File: config.mk
export PLATFORM = sky130hd
export DESIGN_NAME = bp_me_io_master_arbiter
export DESIGN_NICKNAME = d
export VERILOG_FILES = /design/src/rtl/bp_me_io_master_arbiter.sv
export SDC_FILE = /design/constraint.sdc
export NUM_CORES = 1
export LEC_CHECK = 0
export ABC_AREA = 1
export BUFFER_PORTS_ARGS = -buffer_cell sky130_fd_sc_hd__buf_4
export CORE_AREA = 2 2 132 134
export CTS_BUF_LIST = sky130_fd_sc_hd__clkbuf_4 sky130_fd_sc_hd__clkbuf_8
export CTS_CLUSTER_SIZE = 12
export DETAILED_ROUTE_END_ITERATION = 16
export DIE_AREA = 0 0 134 136
export SKIP_CTS_REPAIR_TIMING = 1
export SYNTH_ARGS = -nofsm -noshare
export SYNTH_HDL_FRONTEND = slang
export SYNTH_SLANG_ARGS = --single-unit
File: constraint.sdc
create_clock -name clk_i -period 1.7 [get_ports clk_i]
set_input_delay 0.17 -clock clk_i [delete_from_list [all_inputs] [get_ports clk_i]]
set_output_delay 0.17 -clock clk_i [all_outputs]
set_load 0.01 [all_outputs]
File: src/rtl/bp_me_io_master_arbiter.sv
// bp_me_io_master_arbiter
//
// Purpose: shares one host I/O link between num_req_p I/O masters, such as
// the nbf loader, the cce cfg loader and debug/host masters. Commands are
// arbitrated onto the link. The ID of the issuing master is kept in a FIFO
// for each outstanding request. Link responses come back in order, so the
// FIFO head names the master that gets each response.
//
// Parameters:
//   num_req_p          number of master ports (>= 2)
//   max_outstanding_p  depth of the in-flight master-ID FIFO (>= 1)
//   msg_width_p        width of one cce_mem message; set this to
//                      cce_mem_msg_width of the chosen BlackParrot config
//
// Ports:
//   clk_i           clock
//   reset_i         synchronous, active-high reset
//   cmd_i           per-master command, master m at [m*msg_width_p +: msg_width_p]
//   cmd_v_i         per-master command valid
//   cmd_yumi_o      per-master command consumed
//   resp_o          response, broadcast to all masters
//   resp_v_o        per-master response valid, one-hot or zero
//   resp_ready_i    per-master response ready
//   io_cmd_o        link command
//   io_cmd_v_o      link command valid (never depends on io_cmd_ready_i)
//   io_cmd_ready_i  link command ready
//   io_resp_i       link response
//   io_resp_v_i     link response valid
//   io_resp_yumi_o  link response consumed
//   error_o         sticky: a response arrived with nothing outstanding
//
// Build option:
//   BP_IO_ARB_FIXED_PRIORITY_EN  when defined, the lowest-index valid master
//                                wins. When undefined (default), arbitration
//                                is round-robin.
//
// Arbitration FSM:
//   state    | meaning
//   e_idle   | grant chosen fresh each cycle by the arbiter
//   e_locked | link stalled an offered command; grant held until handshake

module bp_me_io_master_arbiter #(
  parameter int num_req_p         = 2,
  parameter int max_outstanding_p = 4,
  parameter int msg_width_p       = 64
) (
  input  logic                           clk_i,
  input  logic                           reset_i,
  input  logic [num_req_p*msg_width_p-1:0] cmd_i,
  input  logic [num_req_p-1:0]           cmd_v_i,
  output logic [num_req_p-1:0]           cmd_yumi_o,
  output logic [msg_width_p-1:0]         resp_o,
  output logic [num_req_p-1:0]           resp_v_o,
  input  logic [num_req_p-1:0]           resp_ready_i,
  output logic [msg_width_p-1:0]         io_cmd_o,
  output logic                           io_cmd_v_o,
  input  logic                           io_cmd_ready_i,
  input  logic [msg_width_p-1:0]         io_resp_i,
  input  logic                           io_resp_v_i,
  output logic                           io_resp_yumi_o,
  output logic                           error_o
);

  localparam int id_width_lp  = (num_req_p > 1) ? $clog2(num_req_p) : 1;
  localparam int ptr_width_lp = (max_outstanding_p > 1) ? $clog2(max_outstanding_p) : 1;
  localparam int cnt_width_lp = $clog2(max_outstanding_p + 1);

  typedef enum logic {e_idle, e_locked} state_e;

  state_e                  state_q, state_n;
  logic [id_width_lp-1:0]  grant_q, grant, arb_grant;
  logic                    found;
  logic                    cmd_hs, resp_hs, pop, full, empty;

  logic [id_width_lp-1:0]  id_mem_q [max_outstanding_p];
  logic [ptr_width_lp-1:0] wptr_q, rptr_q;
  logic [cnt_width_lp-1:0] count_q;
  logic [id_width_lp-1:0]  head;

`ifndef BP_IO_ARB_FIXED_PRIORITY_EN
  logic [id_width_lp-1:0]  rr_ptr_q;
  logic [id_width_lp-1:0]  idx;
`endif

  // Arbiter
  always_comb begin
    arb_grant = '0;
    found     = 1'b0;
`ifdef BP_IO_ARB_FIXED_PRIORITY_EN
    for (int i = 0; i < num_req_p; i++) begin
      if (!found && cmd_v_i[i]) begin
        arb_grant = id_width_lp'(i);
        found     = 1'b1;
      end
    end
`else
    idx = '0;
    // Scan starts at rr_ptr and wraps, so the first hit is the next master in rotation.
    for (int i = 0; i < num_req_p; i++) begin
      idx = id_width_lp'((int'(rr_ptr_q) + i) % num_req_p);
      if (!found && cmd_v_i[idx]) begin
        arb_grant = idx;
        found     = 1'b1;
      end
    end
`endif
  end

  assign grant = (state_q == e_locked) ? grant_q : arb_grant;

  assign full       = (count_q == cnt_width_lp'(max_outstanding_p));
  assign empty      = (count_q == '0);
  assign io_cmd_v_o = cmd_v_i[grant] & ~full;
  assign cmd_hs     = io_cmd_v_o & io_cmd_ready_i;

  always_comb begin
    io_cmd_o   = '0;
    cmd_yumi_o = '0;
    for (int i = 0; i < num_req_p; i++) begin
      if (grant == id_width_lp'(i)) begin
        io_cmd_o      = cmd_i[i*msg_width_p +: msg_width_p];
        cmd_yumi_o[i] = cmd_hs;
      end
    end
  end

  always_comb begin
    state_n = state_q;
    case (state_q)
      e_idle:   if (io_cmd_v_o && !io_cmd_ready_i) state_n = e_locked;
      e_locked: if (cmd_hs)                       state_n = e_idle;
      default:                                    state_n = e_idle;
    endcase
  end

  // Response routing. With nothing outstanding, the response is dropped.
  assign head           = id_mem_q[rptr_q];
  assign resp_o         = io_resp_i;
  assign io_resp_yumi_o = io_resp_v_i & (empty | resp_ready_i[head]);
  assign resp_hs        = io_resp_yumi_o;
  assign pop            = resp_hs & ~empty;

  always_comb begin
    resp_v_o = '0;
    for (int i = 0; i < num_req_p; i++) begin
      resp_v_o[i] = io_resp_v_i & ~empty & (head == id_width_lp'(i));
    end
  end

  always_ff @(posedge clk_i) begin
    if (reset_i) begin
      state_q  <= e_idle;
      grant_q  <= '0;
      wptr_q   <= '0;
      rptr_q   <= '0;
      count_q  <= '0;
      error_o  <= 1'b0;
`ifndef BP_IO_ARB_FIXED_PRIORITY_EN
      rr_ptr_q <= '0;
`endif
    end else begin
      state_q <= state_n;
      grant_q <= grant;
      if (cmd_hs) begin
        id_mem_q[wptr_q] <= grant;
        wptr_q <= (wptr_q == ptr_width_lp'(max_outstanding_p - 1)) ? '0 : wptr_q + 1'b1;
`ifndef BP_IO_ARB_FIXED_PRIORITY_EN
        rr_ptr_q <= id_width_lp'((int'(grant) + 1) % num_req_p);
`endif
      end
      if (pop) begin
        rptr_q <= (rptr_q == ptr_width_lp'(max_outstanding_p - 1)) ? '0 : rptr_q + 1'b1;
      end
      if (cmd_hs && !pop)      count_q <= count_q + 1'b1;
      else if (!cmd_hs && pop) count_q <= count_q - 1'b1;
      if (resp_hs && empty)    error_o <= 1'b1;
    end
  end

endmodule

==> results of run 1 <==
## layout by cell type (no fill, tap or decap), types with 2 or more instances in the layout
cell	n
buf_8	5
inv_2	2
nand2_2	23
dfxtp_1	11
nor3_1	2
nand2_4	3
dfxtp_2	2
o21ai_1	2
a21oi_1	8
nand2_1	186
nor2_1	10
inv_1	21
nand3_1	7
buf_6	15
buf_12	4
nor2_2	4
ha_1	5
buf_4	209
clkbuf_8	3
o21ai_2	2
nand3_2	4
clkbuf_16	6
edfxtp_1	4
## metrics by stage
stage          power (µW)  hold WS [ns]  utilization [%]  cells  area (µm²)
2_1_floorplan        1610         0.239                -    384        2220
3_3_place_gp         2420         0.340             21.5    754        3630
3_5_place_dp         2430         0.340             21.5    754        3630
4_1_cts              2760         0.120             21.8    758        3680
5_1_grt              3450         0.120             24.7    775        4160
6_report             3210         0.120             24.7    775        4160
## final cells by class
class / instances / share of cell area, %
multi-input cells: 264 / 30.6
flip-flops and latches: 17 / 9.19
inverters: 25 / 2.61
clock buffers: 3 / 0.992
repair buffers: 240 / 49.7
well taps: 225 / 6.76
clock inverters: 1 / 0.120
## worst max path at each step
| stage | endpoint | depth (start not counted) | startpoint | slack, ns |
|---|---|---|---|---|
| 2_1_floorplan | count_q[2] | 12 | flop | -0.07 |
| 3_3_place_gp | count_q[2] | 12 | flop | -0.07 |
| 6_report | io_cmd_o[16] | 10 | flop | -0.13 |
| 5_1_grt | count_q[2] | 12 | flop | -0.29 |
| 4_1_cts | io_cmd_o[60] | 9 | flop | -0.16 |
| 3_5_place_dp | count_q[2] | 12 | flop | -0.11 |
## layer usage
layer,up-vias,share of wire [%],global-route usage (%)
li1,1421,-,-
met1,1239,40,8.85
met4,0,2.7,3.01
met3,37,8.4,3.09
met5,-,0,0
met2,139,49,12.0
## power by group through the flow
| stage | logic [µW] | clock network, µW | registers, µW |
|---|---|---|---|
| 5_1_grt | 2550 | 337 | 559 |
| 4_1_cts | 1890 | 326 | 546 |
| 3_5_place_dp | 1880 | 0 | 554 |
| 6_report | 2350 | 313 | 547 |
| 3_3_place_gp | 1870 | 0 | 552 |
| 2_1_floorplan | 1050 | 0 | 557 |
## cell families after synthesis
| logic type | count (synthesis) | share of synthesized area, % |
|---|---|---|
| adders and majority gates | 7 | 4.37 |
| and+or+nand+nor | 243 | 44.0 |
| AOI/OAI and AO/OA | 14 | 3.22 |
| DFF | 17 | 17.5 |
| buffers and inverters | 103 | 30.9 |
==> flow_metrics.env, run 1 <==
export IMPL_syn_to_final_growth_pct=91.3
export IMPL_grt_max_degree=54
export IMPL_cpLargestDelayFamily="buffers and inverters"
export IMPL_synth_area_um2=2180
export IMPL_outcome="finished, violations left"
export IMPL_slew_violations=0
export IMPL_reg2reg_to="count_q[2]"
export IMPL_port_buffers=206
export IMPL_antenna_found_initial=0
export IMPL_yosysTopAreaCellShare_pct=36.6
export IMPL_cpPeakStageDelay_ns=0.34
export IMPL_io_pins=335
export IMPL_power_leakage_uw=0.00230
export IMPL_syn_nets=591
export IMPL_firstDrtPassIters=4
export IMPL_cp_num_buf_inv=5
export IMPL_vias=2836
export IMPL_reg2reg_slack_ns=-0.12
export IMPL_cts_buffer_depth=2
export IMPL_ys_seq_area_share_pct=17.5
export IMPL_synth_area_leaders="nand2_1 37%, buf_4 25%, dfxtp_1 12%, edfxtp_1 5.5%, inv_1 4.0%"
export IMPL_core_um2=16900
export IMPL_grt_overflow=0
export IMPL_critPathSlowestCell="dfxtp_2"
export IMPL_cts_root_buffer="clkbuf_8"
export IMPL_seqCellArea_um2=383
export IMPL_final_setup_skew_ns=0.00287
export IMPL_die_y_um=136
export IMPL_required_ns=1.53
export IMPL_dpl_hpwl_um=6770
export IMPL_wire_per_inst_um=12.9
export IMPL_p_int_uw=1900
export IMPL_grt_pass1_wl_um=11000
export IMPL_crit_type="reg2out"
export IMPL_synth_most_common_cell="nand2_1"
export IMPL_cts_sinks=17
export IMPL_cts_tree="done"
export IMPL_ys_flop_type="dfxtp_1"
export IMPL_cts_made_buffers=3
export IMPL_syn_avg_cell_area_um2=5.67
export IMPL_grt_pass1_vias=2370
export IMPL_clk_pin_slew_ns=0.07
export IMPL_power_switching_uw=1310
export IMPL_die_area_um2=18200
export IMPL_p_clk_share_pct=9.8
export IMPL_synthCells=384
export IMPL_maxSlewHeadroom_pct=78.5
export IMPL_ys_ff_latch=17
export IMPL_fin_crit_sh_pct=108
export IMPL_yosysUniqueCellTypes=20
export IMPL_min_to="error_o"
export IMPL_path_cells="nor2_2 > nand2_2 > buf_4 > buf_6 > nand2_8 > buf_8 > buf_8 > nand2_1 > nand2_1 > buf_4"
export IMPL_synthTopCellsByCount="212 x nand2_1, 73 x buf_4, 23 x inv_1"
export IMPL_reg2regPathDepth=12
export IMPL_yosysWarnings=0
export IMPL_grt_use_total_pct=7.48
export IMPL_setup_viol=68
export IMPL_h_tree_depth=1
export IMPL_hold_viol_final=0
export IMPL_swShare_pct=40.9
export IMPL_synth_edf_count=4
export IMPL_post_route_drc_count=0
export IMPL_seqPwrFrac_pct=17.1
export IMPL_gp_congestion=0.709
export IMPL_drive_gt1_share_pct=53.3
export IMPL_num_antenna_cells=0
export IMPL_maxCapViolCount=0
export IMPL_cp_max_fo=8
export IMPL_start_util_pct=12.9
export IMPL_fin_setup_tns_ns=-7.16
export IMPL_rows=48
export IMPL_violations="setup timing"
export IMPL_min_from="reset_i"
export IMPL_hold_class="in2reg"
export IMPL_synth_area_leader_cell="nand2_1"
export IMPL_holdPathStages=2
export IMPL_fin_ws_ns=-0.135
export IMPL_rsz0062_at_grt="true"
export IMPL_end_kind="output port"
export IMPL_drtAntennaViolNets=0
export IMPL_fillCellCount=1906
export IMPL_clk_latency_ns=0.26
export IMPL_first_iter_violations=71
export IMPL_period_needed_ns=1.83
export IMPL_irDropWorstVdd_uv=288
export IMPL_drt_vias_per_instance=3.66
export IMPL_dp_slack_ns=-0.106
export IMPL_startpoint_type="flop"
export IMPL_crit_arrival_ns=1.66
export IMPL_power_frac_comb_pct=73.2
export IMPL_final_nets=758
export IMPL_multi_input_comb_area_um2=1270
export IMPL_clock_fmax_ghz=0.545
export IMPL_synthArstFlopShare_pct=0
export IMPL_drt_wl_total_um=10000
export IMPL_powerDensity_nw_per_um2=770
export IMPL_die_x_um=134
export IMPL_worst_pin_slew_ns=0.321
(Power assumes the default switching activity.)
==> run 2: changes to the inputs <==
--- a/constraint.sdc
+++ b/constraint.sdc
@@ -3,2 +3,2 @@
 set_output_delay 0.17 -clock clk_i [all_outputs]
-set_load 0.01 [all_outputs]
+set_load 0.1 [all_outputs]
==> flow_metrics.env, run 2 (same netlist as run 1, synthesis figures left out) <==
export IMPL_rows=48
export IMPL_hold_viol_final=0
export IMPL_power_switching_uw=3440
export IMPL_maxCapViolCount=0
export IMPL_maxSlewHeadroom_pct=79.8
export IMPL_startpoint_type="flop"
export IMPL_grt_pass1_wl_um=11900
export IMPL_wire_per_inst_um=13.6
export IMPL_die_area_um2=18200
export IMPL_power_frac_comb_pct=85.0
export IMPL_hold_class="in2reg"
export IMPL_core_um2=16900
export IMPL_grt_pass1_vias=2381
export IMPL_reg2regPathDepth=12
export IMPL_swShare_pct=59.9
export IMPL_worst_pin_slew_ns=0.303
export IMPL_first_iter_violations=94
export IMPL_utilization_pct=28.0
export IMPL_reg2reg_slack_ns=-0.09
export IMPL_final_setup_skew_ns=0.00306
export IMPL_drt_wl_total_um=10400
export IMPL_die_x_um=134
export IMPL_min_to="error_o"
export IMPL_drive_gt1_share_pct=62.6
export IMPL_fin_crit_sh_pct=108
export IMPL_syn_to_final_growth_pct=117
export IMPL_final_nets=751
export IMPL_drt_vias_per_instance=3.74
export IMPL_final_common_cell="buf_4"
export IMPL_clk_pin_slew_ns=0.07
export IMPL_cts_made_buffers=3
export IMPL_min_from="reset_i"
export IMPL_antenna_found_initial=0
export IMPL_port_buffers=206
export IMPL_required_ns=1.53
export IMPL_dp_slack_ns=-0.156
export IMPL_cp_max_fo=14
export IMPL_power_leakage_uw=0.00241
export IMPL_powerDensity_nw_per_um2=1210
export IMPL_cts_sinks=17
export IMPL_violations="setup timing"
export IMPL_fin_ws_ns=-0.141
export IMPL_io_pins=335
export IMPL_crit_type="reg2out"
export IMPL_seqPwrFrac_pct=9.6
export IMPL_fin_setup_tns_ns=-7.03
export IMPL_num_antenna_cells=0
export IMPL_drtAntennaViolNets=0
export IMPL_rsz0062_at_grt="true"
export IMPL_firstDrtPassIters=4
export IMPL_die_y_um=136
export IMPL_cts_root_buffer="clkbuf_8"
export IMPL_start_util_pct=12.9
export IMPL_holdPathStages=2
export IMPL_p_clk_share_pct=5.4
export IMPL_grt_overflow=0
export IMPL_irDropWorstVdd_uv=668
export IMPL_cts_buffer_depth=2
export IMPL_period_needed_ns=1.84
export IMPL_reg2reg_to="count_q[2]"
export IMPL_crit_arrival_ns=1.67
export IMPL_gp_congestion=0.770
export IMPL_h_tree_depth=1
export IMPL_power_uw=5740
export IMPL_slew_violations=0
export IMPL_vias=2869
export IMPL_grt_use_total_pct=8.15
export IMPL_placed_cells=755
export IMPL_outcome="finished, violations left"
export IMPL_dpl_hpwl_um=7320
export IMPL_stdcell_count=768
export IMPL_layout_common_cells="155 x buf_4, 135 x nand2_1, 77 x nand2_2"
export IMPL_setup_viol=68
export IMPL_clock_fmax_ghz=0.543
export IMPL_post_route_drc_count=0
export IMPL_grt_max_degree=56
export IMPL_end_kind="output port"
export IMPL_clk_latency_ns=0.26
export IMPL_p_int_uw=2300
export IMPL_cts_tree="done"
[run 2: cell count changes in the layout (fill, tap and decap cells not counted), sizes merged]
cell    previous run  this run
clkbuf             9         6
inv               25        24
clkinv             1         2
buf              234       230
[run 2: critical path, cell delays in order, from the launching register on]
cell,delay (ns)
dfxtp_2,0.34
nor2_1,0.10
nand2_1,0.08
buf_4,0.16
nand2_8,0.11
clkinv_8,0.11
buf_12,0.17
nand2_1,0.07
nand2_2,0.08
buf_8,0.18
[run 2: routing by layer]
layer  vias to the layer above  global-route usage, %  routed length, µm
met5                         -                      0                  0
met4                         0                   2.48                208
met3                        26                   3.58               1090
met2                       170                   13.7               5340
met1                      1265                   9.34               3800
li1                       1408                      -                  -
[run 2: how the worst max path moves through the flow]
stage / startpoint / end / slack, ns
after floorplan: flop / count_q[2] / -0.12
after global placement: flop / count_q[2] / -0.14
after detailed placement: flop / count_q[2] / -0.16
after CTS: flop / io_cmd_o[57] / -0.28
after global routing: flop / count_q[2] / -0.24
final: flop / io_cmd_o[34] / -0.14
[run 2: stage by stage]
step	hold slack (ns)	cell area, µm²
floorplan	0.239	2330
global placement	0.341	3740
detailed placement	0.341	3740
CTS	0.118	3780
global route	0.132	4730
finish	0.122	4730
[run 2: layout make-up]
class | count | area (µm²)
well taps | 225 | 282
clock buffers | 3 | 41.3
inverters | 25 | 106
flip-flops and latches | 17 | 383
fillers | 1802 | 12100
repair buffers | 233 | 2510
multi-input cells | 264 | 1400
clock inverters | 1 | 5.00
[run 2: power groups by stage]
stage | logic [µW] | registers (µW) | clock network (µW)
after CTS | 3970 | 546 | 324
after floorplan | 3640 | 600 | 0
after detailed placement | 3960 | 555 | 0
after global placement | 3950 | 552 | 0
after global routing | 5080 | 564 | 338
final | 4880 | 553 | 309
